--- config.mk ---
export PLATFORM = sky130hd
export DESIGN_NAME = er_exec_tracker_flat
export DESIGN_NICKNAME = d
export VERILOG_FILES = /design/src/rtl/er_exec_tracker_if.sv /design/src/rtl/er_exec_tracker.sv /design/src/flat_wrapper.sv
export SDC_FILE = /design/constraint.sdc
export NUM_CORES = 1
export LEC_CHECK = 0
export ABC_AREA = 1
export CORE_UTILIZATION = 39
export DETAILED_ROUTE_END_ITERATION = 8
export PLACE_DENSITY = 0.75
export RECOVER_POWER = 100
export SETUP_SLACK_MARGIN = 0.2
export SLEW_MARGIN = 10
export SYNTH_ARGS = -nofsm -noshare
export SYNTH_HDL_FRONTEND = slang
export SYNTH_SLANG_ARGS = --single-unit
--- constraint.sdc ---
create_clock -name clk -period 1.46 [get_ports clk]
set_clock_uncertainty 0.1 [all_clocks]
set_input_delay 0.146 -clock clk [delete_from_list [all_inputs] [get_ports clk]]
set_output_delay 0.146 -clock clk [all_outputs]
set_load 0.05 [all_outputs]
--- src/rtl/er_exec_tracker_if.sv ---
// Handshake bundle between the ER pass tracker and its driver / attestation reader.
interface er_exec_tracker_if #(
  parameter int CNT_W = 8
);
  logic [15:0]      pc;
  logic             irq;
  logic             exec;
  logic [15:0]      ER_min;
  logic [15:0]      ER_max;
  logic             clr;
  logic             er_active;
  logic             exec_done;
  logic [1:0]       abort_cause;
  logic [CNT_W-1:0] run_count;

  modport master (
    output pc, irq, exec, ER_min, ER_max, clr,
    input  er_active, exec_done, abort_cause, run_count
  );

  modport slave (
    input  pc, irq, exec, ER_min, ER_max, clr,
    output er_active, exec_done, abort_cause, run_count
  );
endinterface

--- src/rtl/er_exec_tracker.sv ---
// Tracks one complete pass through the executable region and publishes a sticky
// completion proof, a failure cause and a saturating count of clean passes.
module er_exec_tracker #(
  parameter int CNT_W = 8
) (
  input  logic               clk,
  input  logic               reset,
  er_exec_tracker_if.slave   bus
);

  typedef enum logic [1:0] {
    ST_IDLE = 2'd0,
    ST_RUN  = 2'd1,
    ST_DONE = 2'd2,
    ST_FAIL = 2'd3
  } state_e;

  localparam logic [1:0]       CAUSE_NONE      = 2'b00;
  localparam logic [1:0]       CAUSE_EXEC_LOST = 2'b01;
  localparam logic [1:0]       CAUSE_IRQ       = 2'b10;
  localparam logic [1:0]       CAUSE_ESCAPE    = 2'b11;
  localparam logic [CNT_W-1:0] CNT_MAX         = '1;

  state_e           state_q, state_d;
  logic             done_q,  done_d;
  logic [1:0]       cause_q, cause_d;
  logic [CNT_W-1:0] count_q, count_d;

  logic in_er;
  logic at_entry;
  logic at_exit;

  assign in_er    = (bus.pc >= bus.ER_min) && (bus.pc <= bus.ER_max);
  assign at_entry = (bus.pc == bus.ER_min);
  assign at_exit  = (bus.pc == bus.ER_max);

  always_ff @(posedge clk or posedge reset) begin
    if (reset) begin
      state_q <= ST_IDLE;
      done_q  <= 1'b0;
      cause_q <= CAUSE_NONE;
      count_q <= '0;
    end else begin
      state_q <= state_d;
      done_q  <= done_d;
      cause_q <= cause_d;
      count_q <= count_d;
    end
  end

  // clr outranks every state rule but deliberately leaves the run counter alone.
  always_comb begin
    state_d = state_q;
    done_d  = done_q;
    cause_d = cause_q;
    count_d = count_q;
    if (bus.clr) begin
      state_d = ST_IDLE;
      done_d  = 1'b0;
      cause_d = CAUSE_NONE;
    end else begin
      case (state_q)
        ST_IDLE: begin
          if (at_entry) begin
            state_d = ST_RUN;
          end
        end
        ST_RUN: begin
          if (!bus.exec) begin
            state_d = ST_FAIL;
            cause_d = CAUSE_EXEC_LOST;
          end else if (bus.irq) begin
            state_d = ST_FAIL;
            cause_d = CAUSE_IRQ;
          end else if (!in_er) begin
            state_d = ST_FAIL;
            cause_d = CAUSE_ESCAPE;
          end else if (at_exit) begin
            state_d = ST_DONE;
            done_d  = 1'b1;
            if (count_q != CNT_MAX) begin
              count_d = count_q + 1'b1;
            end
          end
        end
        ST_DONE: begin
          // Losing exec after completion means the proof no longer holds.
          if (!bus.exec) begin
            state_d = ST_IDLE;
            done_d  = 1'b0;
          end else if (at_entry) begin
            state_d = ST_RUN;
            done_d  = 1'b0;
          end
        end
        ST_FAIL: begin
          if (at_entry) begin
            state_d = ST_RUN;
            cause_d = CAUSE_NONE;
          end
        end
        default: begin
          state_d = ST_IDLE;
        end
      endcase
    end
  end

  always_comb begin
    bus.er_active   = (state_q == ST_RUN);
    bus.exec_done   = done_q;
    bus.abort_cause = cause_q;
    bus.run_count   = count_q;
  end

  a_cause_only_in_fail: assert property (@(posedge clk) disable iff (reset)
    (cause_q != CAUSE_NONE) == (state_q == ST_FAIL));

  a_done_only_in_done: assert property (@(posedge clk) disable iff (reset)
    done_q == (state_q == ST_DONE));

endmodule

--- src/flat_wrapper.sv ---
// flat-port wrapper written by rule: the top's interface ports become plain ports
module er_exec_tracker_flat 
#(
  parameter int CNT_W = 8
)
  (clk, reset, bus_pc, bus_irq, bus_exec, bus_ER_min, bus_ER_max, bus_clr, bus_er_active, bus_exec_done, bus_abort_cause, bus_run_count);
  er_exec_tracker_if #(.CNT_W(CNT_W)) bus_i ();
  input  logic clk;
  input  logic reset;
  input wire logic [$bits(bus_i.pc)-1:0] bus_pc;
  input wire logic [$bits(bus_i.irq)-1:0] bus_irq;
  input wire logic [$bits(bus_i.exec)-1:0] bus_exec;
  input wire logic [$bits(bus_i.ER_min)-1:0] bus_ER_min;
  input wire logic [$bits(bus_i.ER_max)-1:0] bus_ER_max;
  input wire logic [$bits(bus_i.clr)-1:0] bus_clr;
  output wire logic [$bits(bus_i.er_active)-1:0] bus_er_active;
  output wire logic [$bits(bus_i.exec_done)-1:0] bus_exec_done;
  output wire logic [$bits(bus_i.abort_cause)-1:0] bus_abort_cause;
  output wire logic [$bits(bus_i.run_count)-1:0] bus_run_count;
  assign bus_i.pc = bus_pc;
  assign bus_i.irq = bus_irq;
  assign bus_i.exec = bus_exec;
  assign bus_i.ER_min = bus_ER_min;
  assign bus_i.ER_max = bus_ER_max;
  assign bus_i.clr = bus_clr;
  assign bus_er_active = bus_i.er_active;
  assign bus_exec_done = bus_i.exec_done;
  assign bus_abort_cause = bus_i.abort_cause;
  assign bus_run_count = bus_i.run_count;
  er_exec_tracker #(.CNT_W(CNT_W)) u_core (.clk(clk), .reset(reset), .bus(bus_i));
endmodule
==> summary.md <==
| Metric | Value |
|---|---|
| RR Endpoint | u_core.bus.run_count[4]$_DFFE_PP0P_ |
| Number of different library cells in the post-synthesis netlist | 25 |
| Total I/O pin count | 65 |
| Clock slew at reported path FFs | 60 ps |
| Area of all sequential standard cells | 334 sq um |
| Yosys warns | 0 |
| Via Count | 2,235 |
| Area of the die | 4830 sq um |
| Yosys top cell by area | ha_1 |
| Data required, critical path | 1480 ps |
| FFs w/ async S/R, synth | 100% |
| Max-cap violations | 0 |
| Number of enable flip-flop cells after synthesis | 0 |
| IR drop worst, VDD | 0.398 mV |
| Final instance count without filler cells | 429 |
| Post-synthesis cell count | 263 |
| Root buffer cell | clkbuf_8 |
| Floorplan Core Area | 4350 sq um |
| Synthesized area per cell | 6.76 sq um |
| Global-route usage over all layers | 25.9% |
| Vias per inst | 5.21 |
| Count of final hold-check violations | 0 |
| Initial cell density of the core | 40.8% |
| Max Clk Rate | 579 MHz |
| Gr ovfl total | 0 |
| Number of antenna violations at the first check in global routing | 0 |
| Level count of the clock H-tree | 1 |
| Layer with the highest usage | met2 |
| # DRC | 0 |
| GR met1 Demand/Resource | 28.8% |
| Fraction of layout cells with a size suffix above 1 | 67.9% |
| Worst-case register-to-register setup slack | -220 ps |
| TritonCTS clock tree | done |
| Power, Total | 1.95 mW |
| Pin count of the biggest net entering global routing | 14 |
| Pwr Density | 534 nW/um^2 |
| CTS Hold Bufs | 0 |
| Worst-path maximum fanout | 6 |
| Share of the cycle needed by the critical path after routing | 118% |
| Critical register-to-register path startpoint | u_core.bus.run_count[4]$_DFFE_PP0P_ |
| Final antenna diode count | 0 |
| Hold Worst Slack | 270 ps |
| Footprint of the multi-input gates | 2020 sq um |
| DP Wirelength | 3890 microns |
| First-pass detailed-route iteration total | 4 |
| Post-route ant nets | 0 |
| Met3 track demand over resource in global routing | 3.34% |
| Global placement routability congestion | 0.852 |
| Pre-CTS setup slack | -821 ps |
| Combined area of all synthesized cells | 1780 sq um |
| First-pass GRT wire length | 10,300 microns |
| Count of input and output buffers | 64 |
| # placed instances | 408 |
| Met2 usage in global routing | 50.5% |
| Part of the Yosys area used for sequential elements | 18.3% |
| Most instantiated flip-flop cell in the synthesis netlist | dfrtp_1 |
| Wire length after detailed routing | 6910 microns |
| Number of global-route vias before repair | 2,413 |
| Most frequent cell after synthesis | nand2_1 |
| Yosys top cell area share | 25.3% |
| Number of buffers between clock root and the deepest sink | 2 |
| Cell types occupying the most area after synthesis | ha_1 (25%), dfrtp_1 (18%), nand2_1 (14%) |
| Worst reg-to-reg path cell count | 9 |
| Post-Route Utilization | 83.8% |
| Number of buffers added by the clock tree synthesis step | 3 |
| Chip Width | 69.5 microns |
| Fill cell total of the finished layout | 244 |
| Layout Cell Area excl Fill | 3650 sq um |
| Critical path arrival | 1750 ps |
| Critical path start-end classification | in2reg |
| Layout net count | 467 |
| Class of the worst hold path | in2async |
| Violation count after the first detailed-routing iteration | 102 |
| Max-slew headroom at the worst pin | 65.3% |
| Detail-routed net length per standard cell | 16.1 microns |
| Number of cell rows | 24 |
| Insertion delay to the later sink of the worst-skew pair | 240 ps |
| Critical path endpoint category | flip-flop |
| Tightest Pin Transition | 521 ps |
| Post-synthesis sequential element count | 13 |
| Leak | 1.81 nW |
| Post-DP Area | 3060 sq um |
| Post-synthesis net count | 352 |
| Die height | 69.5 microns |
| Setup repair after global routing missed its margin | true |
| Status | complete, but fails checks |
| Final number of setup-violating endpoints | 13 |
| Failing checks | negative setup slack |
| Commonest cells in the synthesized netlist | nand2_1 (67), inv_1 (55), ha_1 (36), nand3_1 (21), nor2_1 (21) |
| Startpoint type of the worst setup path | primary input |
| Signed area change from the synthesized netlist to the final layout | 105% |
| Min cycle time layout | 1730 ps |
| Worst Setup Slack, final | -267 ps |
| CTS sink cnt | 13 |
| Sum of negative setup slack | -2440 ps |
| Final Max Slew Viols | 0 |
registers in the layout (all words and copies together) (netlist names):
name / flops
u_core.state_q: 2
u_core.bus.run_count: 8
u_core.bus.exec_done: 1
u_core.bus.abort_cause: 2
placed cells by master (no fill, tap or decap), drive strengths merged, types with 2 or more instances in the layout:
| master | Yosys | routed |
|---|---|---|
| a21o | 3 | 3 |
| a21oi | 14 | 14 |
| buf | 0 | 98 |
| clkbuf | 0 | 7 |
| clkdlybuf4s15 | 0 | 2 |
| clkdlybuf4s50 | 0 | 3 |
| dfrtp | 13 | 13 |
| dlymetal6s2s | 0 | 3 |
| ha | 36 | 36 |
| inv | 56 | 55 |
| nand2 | 71 | 71 |
| nand3 | 21 | 21 |
| nand4 | 5 | 5 |
| nor2 | 27 | 27 |
| nor3 | 3 | 3 |
| o21ai | 5 | 5 |
| xnor2 | 2 | 2 |
| xor2 | 4 | 4 |
worst max path at each step:
| stage | slack [ps] | start | end | cells past startpoint |
|---|---|---|---|---|
| 3_3_place_gp | -790 | bus_ER_max[5] | u_core.bus.run_count[7]$_DFFE_PP0P_ | 13 |
| 2_1_floorplan | -270 | u_core.bus.run_count[0]$_DFFE_PP0P_ | u_core.bus.run_count[7]$_DFFE_PP0P_ | 9 |
| 4_1_cts | -130 | bus_pc[7] | u_core.bus.run_count[7]$_DFFE_PP0P_ | 12 |
| 3_5_place_dp | -820 | bus_ER_max[4] | u_core.bus.run_count[7]$_DFFE_PP0P_ | 13 |
| 6_report | -270 | bus_pc[1] | u_core.bus.run_count[4]$_DFFE_PP0P_ | 17 |
| 5_1_grt | -350 | bus_pc[1] | u_core.bus.run_count[6]$_DFFE_PP0P_ | 17 |
repair_timing:
action / in CTS / in global routing
buffers inserted: 8 / 9
resized for setup: 271 / 54
pin swaps: 89 / 54
endpoints found under the setup margin: 14 / 14
cloned: 0 / 0
report_power, final:
part | switching, mW | internal [mW] | leakage, nW | total (mW)
sequential | 0.0248 | 0.392 | 0.168 | 0.417
combinational | 0.640 | 0.565 | 1.62 | 1.21
clock | 0.134 | 0.193 | 0.0228 | 0.326
total | 0.799 | 1.15 | 1.81 | 1.95
worst max-delay path, stage by stage:
cell and delay (ps):
buf_8 100, buf_6 110, ha_4 220, nand2_2 90, nand2_2 70, nand2_2 60, nand2_1 50, nand2_1 90
nand2_1 70, nand2_1 70, nand2_2 60, nand2_2 90, nand2_2 80, nor2_4 200, nand2_2 110, nand2_2 90
nand2_2 50
final cells by class:
cell class,count,share of cell area [%]
Inverter,56,6.41
Tap cell,52,1.78
Timing Repair Buffer,110,25.9
Sequential cell,13,9.16
Multi-Input combinational cell,194,55.5
Clock buffer,4,1.23
metal layers:
metal	share of wire [%]	wire, microns	vias to the layer above
met4	3.4	233	0
met1	38	2590	1045
met2	54	3740	99
met5	0	0	-
li1	-	-	1064
met3	4.9	341	27
logic make-up after synthesis:
group	share of synthesized area [%]
AO/OA/AOI/OAI	8.23
AND/OR/NAND/NOR	33.4
XOR/XNOR	2.96
buffers and inverters	11.8
flip-flops	18.3
adder cells (fa/ha/maj)	25.3
No activity file was read; power rests on OpenSTA's default activity.
